==> src/rtl/tmds_pkg.sv <==
`default_nettype none
// ---------------------------------------------------------------------------
// tmds_pkg : shared symbols, types and helpers for the TMDS channel encoder
// Rev 1.0
// ---------------------------------------------------------------------------
package tmds_pkg;

  typedef logic [9:0]        tmds_sym_t;
  typedef logic signed [4:0] disp_t;

  localparam tmds_sym_t CTRL_00 = 10'b1101010100;
  localparam tmds_sym_t CTRL_01 = 10'b0010101011;
  localparam tmds_sym_t CTRL_10 = 10'b0101010100;
  localparam tmds_sym_t CTRL_11 = 10'b1010101011;

  localparam tmds_sym_t GB_CH02 = 10'b1011001100;
  localparam tmds_sym_t GB_CH1  = 10'b0100110011;

  function automatic logic [3:0] popcount8(input logic [7:0] v);
    logic [3:0] n;
    n = '0;
    for (int i = 0; i < 8; i++) begin
      n = n + {3'b000, v[i]};
    end
    return n;
  endfunction

endpackage
`default_nettype wire

==> src/rtl/tmds_qm_encode.sv <==
`default_nettype none
// ---------------------------------------------------------------------------
// tmds_qm_encode : stage-1 transition minimisation (q_m) with its register
// Rev 1.0
// ---------------------------------------------------------------------------
module tmds_qm_encode
  import tmds_pkg::*;
(
  input  logic       clk,
  input  logic       rstn,
  input  logic       data_en,
  input  logic [7:0] data,
  input  logic [1:0] ctl,
  output logic [8:0] qm,
  output logic       qm_data_en,
  output logic [1:0] qm_ctl
);

  logic [3:0] n1;
  logic       use_xnor;
  logic [8:0] qm_next;

  always_comb begin
    n1       = popcount8(data);
    use_xnor = (n1 > 4'd4) || ((n1 == 4'd4) && !data[0]);
    qm_next    = '0;
    qm_next[0] = data[0];
    for (int i = 1; i < 8; i++) begin
      qm_next[i] = use_xnor ? ~(qm_next[i-1] ^ data[i]) : (qm_next[i-1] ^ data[i]);
    end
    qm_next[8] = ~use_xnor;
  end

  always_ff @(posedge clk) begin
    if (!rstn) begin
      qm         <= '0;
      qm_data_en <= 1'b0;
      qm_ctl     <= 2'b00;
    end else begin
      qm         <= qm_next;
      qm_data_en <= data_en;
      qm_ctl     <= ctl;
    end
  end

endmodule
`default_nettype wire

==> src/rtl/tmds_channel_encoder.sv <==
`default_nettype none
// ---------------------------------------------------------------------------
// tmds_channel_encoder : DVI TMDS 8b/10b channel encoder, 2-cycle latency
// (4 cycles with video guard band when TMDS_GUARD_BAND_EN is defined). Rev 1.0
// ---------------------------------------------------------------------------
module tmds_channel_encoder
  import tmds_pkg::*;
#(
  parameter int CHANNEL = 0
) (
  input  logic       clk,
  input  logic       rstn,
  input  logic       i_data_en,
  input  logic [7:0] i_data,
  input  logic [1:0] i_ctl,
  output logic [9:0] o_tmds,
  output logic [4:0] o_disparity
);

  localparam tmds_sym_t GB_CODE = (CHANNEL == 1) ? GB_CH1 : GB_CH02;

  logic       enc_data_en;
  logic [7:0] enc_data;
  logic [1:0] enc_ctl;
  logic       guard;

  logic [8:0] qm;
  logic       qm_data_en;
  logic [1:0] qm_ctl;

`ifdef TMDS_GUARD_BAND_EN
  // Two-deep look-ahead so the output stage can see an upcoming video period.
  logic       dly1_data_en, dly2_data_en;
  logic [7:0] dly1_data,    dly2_data;
  logic [1:0] dly1_ctl,     dly2_ctl;

  always_ff @(posedge clk) begin
    if (!rstn) begin
      dly1_data_en <= 1'b0;
      dly2_data_en <= 1'b0;
      dly1_data    <= '0;
      dly2_data    <= '0;
      dly1_ctl     <= 2'b00;
      dly2_ctl     <= 2'b00;
    end else begin
      dly1_data_en <= i_data_en;
      dly1_data    <= i_data;
      dly1_ctl     <= i_ctl;
      dly2_data_en <= dly1_data_en;
      dly2_data    <= dly1_data;
      dly2_ctl     <= dly1_ctl;
    end
  end

  assign enc_data_en = dly2_data_en;
  assign enc_data    = dly2_data;
  assign enc_ctl     = dly2_ctl;
`else
  assign enc_data_en = i_data_en;
  assign enc_data    = i_data;
  assign enc_ctl     = i_ctl;
`endif

  tmds_qm_encode u_qm_encode (
    .clk        (clk),
    .rstn       (rstn),
    .data_en    (enc_data_en),
    .data       (enc_data),
    .ctl        (enc_ctl),
    .qm         (qm),
    .qm_data_en (qm_data_en),
    .qm_ctl     (qm_ctl)
  );

`ifdef TMDS_GUARD_BAND_EN
  assign guard = ~qm_data_en & (dly2_data_en | dly1_data_en);
`else
  assign guard = 1'b0;
`endif

  disp_t     cnt;
  disp_t     n1, n0, diff, cnt_next;
  logic      cnt_zero, cnt_pos, cnt_neg, diff_pos, diff_neg;
  tmds_sym_t ctrl_code, sym_next;

  always_comb begin
    n1       = disp_t'({1'b0, popcount8(qm[7:0])});
    n0       = 5'sd8 - n1;
    diff     = n1 - n0;
    cnt_zero = (cnt == '0);
    cnt_pos  = !cnt[4] && !cnt_zero;
    cnt_neg  = cnt[4];
    diff_pos = !diff[4] && (diff != '0);
    diff_neg = diff[4];

    case (qm_ctl)
      2'b00:   ctrl_code = CTRL_00;
      2'b01:   ctrl_code = CTRL_01;
      2'b10:   ctrl_code = CTRL_10;
      default: ctrl_code = CTRL_11;
    endcase

    sym_next = ctrl_code;
    cnt_next = '0;
    if (guard) begin
      sym_next = GB_CODE;
    end else if (qm_data_en) begin
      if (cnt_zero || (diff == '0)) begin
        sym_next = {~qm[8], qm[8], qm[8] ? qm[7:0] : ~qm[7:0]};
        cnt_next = qm[8] ? (cnt + diff) : (cnt - diff);
      end else if ((cnt_pos && diff_pos) || (cnt_neg && diff_neg)) begin
        sym_next = {1'b1, qm[8], ~qm[7:0]};
        cnt_next = cnt + (qm[8] ? 5'sd2 : 5'sd0) - diff;
      end else begin
        sym_next = {1'b0, qm[8], qm[7:0]};
        cnt_next = cnt - (qm[8] ? 5'sd0 : 5'sd2) + diff;
      end
    end
  end

  always_ff @(posedge clk) begin
    if (!rstn) begin
      o_tmds <= CTRL_00;
      cnt    <= '0;
    end else begin
      o_tmds <= sym_next;
      cnt    <= cnt_next;
    end
  end

  assign o_disparity = cnt;

endmodule
`default_nettype wire

==> config.mk <==
export PLATFORM = sky130hd
export DESIGN_NAME = tmds_channel_encoder
export DESIGN_NICKNAME = d
export VERILOG_FILES = /design/src/rtl/tmds_pkg.sv /design/src/rtl/tmds_qm_encode.sv /design/src/rtl/tmds_channel_encoder.sv
export SDC_FILE = /design/constraint.sdc
export NUM_CORES = 1
export LEC_CHECK = 0
export CELL_PAD_IN_SITES_DETAIL_PLACEMENT = 1
export CELL_PAD_IN_SITES_GLOBAL_PLACEMENT = 2
export CORE_AREA = 2 2 91 75
export CTS_CLUSTER_DIAMETER = 40
export DETAILED_ROUTE_END_ITERATION = 7
export DIE_AREA = 0 0 93 77
export PLACE_DENSITY_LB_ADDON = 0.1
export SLEW_MARGIN = 20
export SYNTH_ARGS = -nofsm -noshare
export SYNTH_HDL_FRONTEND = slang
export SYNTH_HIERARCHICAL = 1
export SYNTH_SLANG_ARGS = --single-unit
==> constraint.sdc <==
create_clock -name clk -period 5.3 [get_ports clk]
set_input_delay 1.06 -clock clk [delete_from_list [all_inputs] [get_ports clk]]
set_output_delay 1.06 -clock clk [all_outputs]
set_load 0.005 [all_outputs]
==> flow_results.xml <==
<?xml version="1.0" encoding="UTF-8"?>
<metrics>
  <group name="clock_network">
    <metric name="clock_sink_count" unit="">26</metric>
    <metric name="cts-resized-gates" unit="">0</metric>
    <metric name="clock_latency" unit="ns">0.27</metric>
    <metric name="ctsHoldBuffers" unit="">0</metric>
    <metric name="clock-root-buffer" unit="">clkbuf_8</metric>
    <metric name="cts_post_setup_buffers_inserted" unit="">0</metric>
    <metric name="clkTransAtPathRegs" unit="ns">0.09</metric>
    <metric name="clock_path_buffers" unit="">2</metric>
    <metric name="tritoncts.num_buffers" unit="">3</metric>
    <metric name="htree_num_levels" unit="">1</metric>
    <metric name="cts_tree" unit="">yes</metric>
  </group>
  <group name="critical_path">
    <metric name="crit_type" unit="">register to register</metric>
    <metric name="peak_fanout_along_the_critical_path" unit="">4</metric>
    <metric name="startpoint_type" unit="">register</metric>
    <metric name="reg2reg_depth" unit="">16</metric>
    <metric name="r2r_slack" unit="ns">0.68</metric>
    <metric name="regToRegEndpoint" unit="">o_disparity[4]</metric>
    <metric name="worstReg2RegStart" unit="">u_qm_encode/qm[0]</metric>
    <metric name="endpoint" unit="">o_disparity[4]</metric>
    <metric name="worstPathRequired" unit="ns">5.44</metric>
    <metric name="end_kind" unit="">register</metric>
    <metric name="worst_path_arrival_time" unit="ns">4.77</metric>
    <metric name="critical_path.startpoint" unit="">u_qm_encode/qm[0]</metric>
  </group>
  <group name="yosys">
    <metric name="synth_cell_types" unit="">48</metric>
    <metric name="synth_common_cells" unit="">42 x inv_1, 26 x dfxtp_1, 24 x ha_1</metric>
    <metric name="synth_area" unit="um^2">2130</metric>
    <metric name="postSynth.asyncResetShare" unit="">0</metric>
    <metric name="synthFlopType" unit="">dfxtp_1</metric>
    <metric name="syn-num-nets" unit="">277</metric>
    <metric name="synth.avg_cell_area" unit="um^2">9.39</metric>
    <metric name="synth_most_common_cell" unit="">inv_1</metric>
    <metric name="synth.area.top_cells" unit="">dfxtp_1 24%, ha_1 14%, fa_1 12%</metric>
    <metric name="synth_edf_count" unit="">0</metric>
    <metric name="netlist.top_cell.by_area" unit="">dfxtp_1</metric>
    <metric name="yosysWarningCount" unit="">6</metric>
    <metric name="synth.ff_latch_count" unit="">26</metric>
    <metric name="synth_largest_type_area_fraction" unit="">0.244</metric>
    <metric name="synth_cells" unit="">227</metric>
    <metric name="yosysSeqAreaShare" unit="">0.244</metric>
  </group>
  <group name="floorplanning">
    <metric name="io_pins" unit="">28</metric>
    <metric name="floorplan.die_area" unit="um^2">7160</metric>
    <metric name="fp-row-count" unit="">26</metric>
    <metric name="design.core.area" unit="um^2">6250</metric>
    <metric name="die_h" unit="um">77</metric>
    <metric name="start_util" unit="">0.341</metric>
    <metric name="die_width" unit="um">93</metric>
  </group>
  <group name="place">
    <metric name="place_area" unit="um^2">2500</metric>
    <metric name="gp_congestion" unit="">0.768</metric>
    <metric name="dp_hpwl" unit="mm">4.02</metric>
    <metric name="inst_count_dp" unit="">336</metric>
    <metric name="numPortBuffers" unit="">26</metric>
  </group>
  <group name="timing">
    <metric name="timing_max_transition_violations_final" unit="">0</metric>
    <metric name="grt_setup_unrepaired" unit="">no</metric>
    <metric name="finalSetupTns" unit="ns">0</metric>
    <metric name="period_minus_slack" unit="ns">4.62</metric>
    <metric name="fin_crit_sh" unit="">0.872</metric>
    <metric name="fmaxAchievable" unit="MHz">216</metric>
    <metric name="slew-limit-headroom" unit="">0.567</metric>
    <metric name="report.final.setup_viol" unit="">0</metric>
    <metric name="final.setup_skew" unit="ns">0.00178</metric>
    <metric name="timing.final.hold_violations" unit="">0</metric>
    <metric name="measured_slew_at_the_worst_slew_check_pin" unit="ns">0.644</metric>
  </group>
  <group name="global_routing">
    <metric name="grt_max_degree" unit="">16</metric>
    <metric name="global_route_wire_length_before_repair" unit="mm">8.08</metric>
    <metric name="grt_antenna_before_repair" unit="">0</metric>
    <metric name="grtUsageTotal" unit="">0.144</metric>
    <metric name="final_global_route_overflow_total" unit="">0</metric>
    <metric name="via_count_of_the_first_global_routing_pass" unit="">1633</metric>
  </group>
  <group name="flow_run">
    <metric name="cap_violations" unit="">0</metric>
  </group>
  <group name="cells_and_area">
    <metric name="post_layout_nonfiller_instances" unit="">339</metric>
    <metric name="utilization" unit="">0.406</metric>
    <metric name="final.fill_count" unit="">749</metric>
    <metric name="nets" unit="">307</metric>
    <metric name="area.sequential" unit="um^2">520</metric>
    <metric name="post_route_cells_drive_above_1_share" unit="">0.0667</metric>
    <metric name="stdcell_area" unit="um^2">2540</metric>
    <metric name="antenna_cells" unit="">0</metric>
    <metric name="synthToLayoutAreaGrowth" unit="%">19.1</metric>
    <metric name="multiInputGateArea" unit="um^2">1440</metric>
  </group>
  <group name="detailed_routing">
    <metric name="drt-wirelength-per-cell" unit="um">13.8</metric>
    <metric name="avgViaCountPerCell" unit="">4.59</metric>
    <metric name="detail_route.first_pass.iterations" unit="">4</metric>
    <metric name="num_vias" unit="">1555</metric>
    <metric name="dr_iter_0_viols" unit="">34</metric>
    <metric name="routed_wirelength" unit="mm">4.69</metric>
    <metric name="ant_nets" unit="">0</metric>
    <metric name="drt_drc_violations_left" unit="">0</metric>
  </group>
  <group name="min_path">
    <metric name="worst_hold_startpoint" unit="">u_qm_encode/qm[1]</metric>
    <metric name="min-delay-path-class" unit="">register to register</metric>
  </group>
  <group name="status">
    <metric name="status" unit="">finished, final reports clean</metric>
  </group>
</metrics>
routing by layer:
metal | up-vias | GRT usage | share of wire
met3 | 2 | 0.0206 | 0.021
li1 | 804 | - | -
met1 | 726 | 0.213 | 0.55
met2 | 23 | 0.223 | 0.43
met4 | 0 | 0.0265 | 0.0036
met5 | - | 0 | 0
worst min path at each step:
stage                end  depth (start not counted)  slack [ns]
6_report       o_tmds[1]                          2        0.58
5_1_grt        o_tmds[1]                          2        0.61
4_1_cts        o_tmds[1]                          2        0.59
3_5_place_dp   o_tmds[1]                          2        0.57
3_3_place_gp   o_tmds[1]                          2        0.57
2_1_floorplan  o_tmds[0]                          2        0.53
through the flow:
step / worst slack (ns) / hold slack, ns
after floorplan: 0.991 / 0.535
after global placement: 0.445 / 0.567
after detailed placement: 0.348 / 0.572
after CTS: 0.619 / 0.589
after global routing: 0.390 / 0.607
final: 0.679 / 0.579
critical path: stages, from the launching register on:
cell and delay [ns]:
dfxtp_1 0.36, inv_1 0.07, fa_1 0.55, fa_1 0.42
fa_1 0.49, inv_1 0.04, ha_1 0.20, fa_1 0.53
inv_1 0.10, ha_1 0.28, mux2_2 0.30, ha_1 0.28
nand3_1 0.07, and3_1 0.19, o2111a_1 0.23, o21ai_0 0.25
o211ai_1 0.13
state kept, by name (all words and copies together), names as in the netlist:
name and count:
u_qm_encode/qm 9, u_qm_encode/qm_data_en 1, o_tmds 10, o_disparity 4
u_qm_encode/qm_ctl 2
logic make-up after synthesis:
| logic type | Yosys count | share of synthesized area |
|---|---|---|
| buffers and inverters | 45 | 0.0810 |
| XOR/XNOR | 23 | 0.121 |
| other | 1 | 0.00176 |
| multiplexers | 4 | 0.0194 |
| AO/OA/AOI/OAI | 38 | 0.137 |
| AND/OR/NAND/NOR | 53 | 0.132 |
| adder cells (fa/ha/maj) | 37 | 0.263 |
| flip-flops | 26 | 0.244 |
layout by cell type (no fill, tap or decap), types with 2 or more instances in the layout:
master,Yosys,layout
fa_1,13,13
nand2_1,10,10
and2_1,6,6
or4_1,2,2
a31o_2,3,3
a211oi_1,3,3
xnor3_1,3,3
buf_4,1,2
ha_1,24,24
o21ai_0,8,8
inv_1,42,42
nor2_1,14,14
nor2b_1,3,3
xnor2_1,14,14
dfxtp_1,26,26
nor3_1,3,3
xor2_1,5,5
a21oi_1,9,9
clkdlybuf4s50_1,0,26
mux2i_1,3,3
clkbuf_8,0,3
o211ai_1,3,3
nand3_1,4,4
area by class of cell:
type | instances | share of cell area
inverter | 42 | 0.0621
clock buffer | 3 | 0.0163
multi-input combinational | 156 | 0.567
sequential | 26 | 0.205
timing repair buffer | 28 | 0.108
tap | 84 | 0.0414
Power is not shown: default switching activity piles up to over one toggle a cycle in this logic, so the estimate is an artifact.
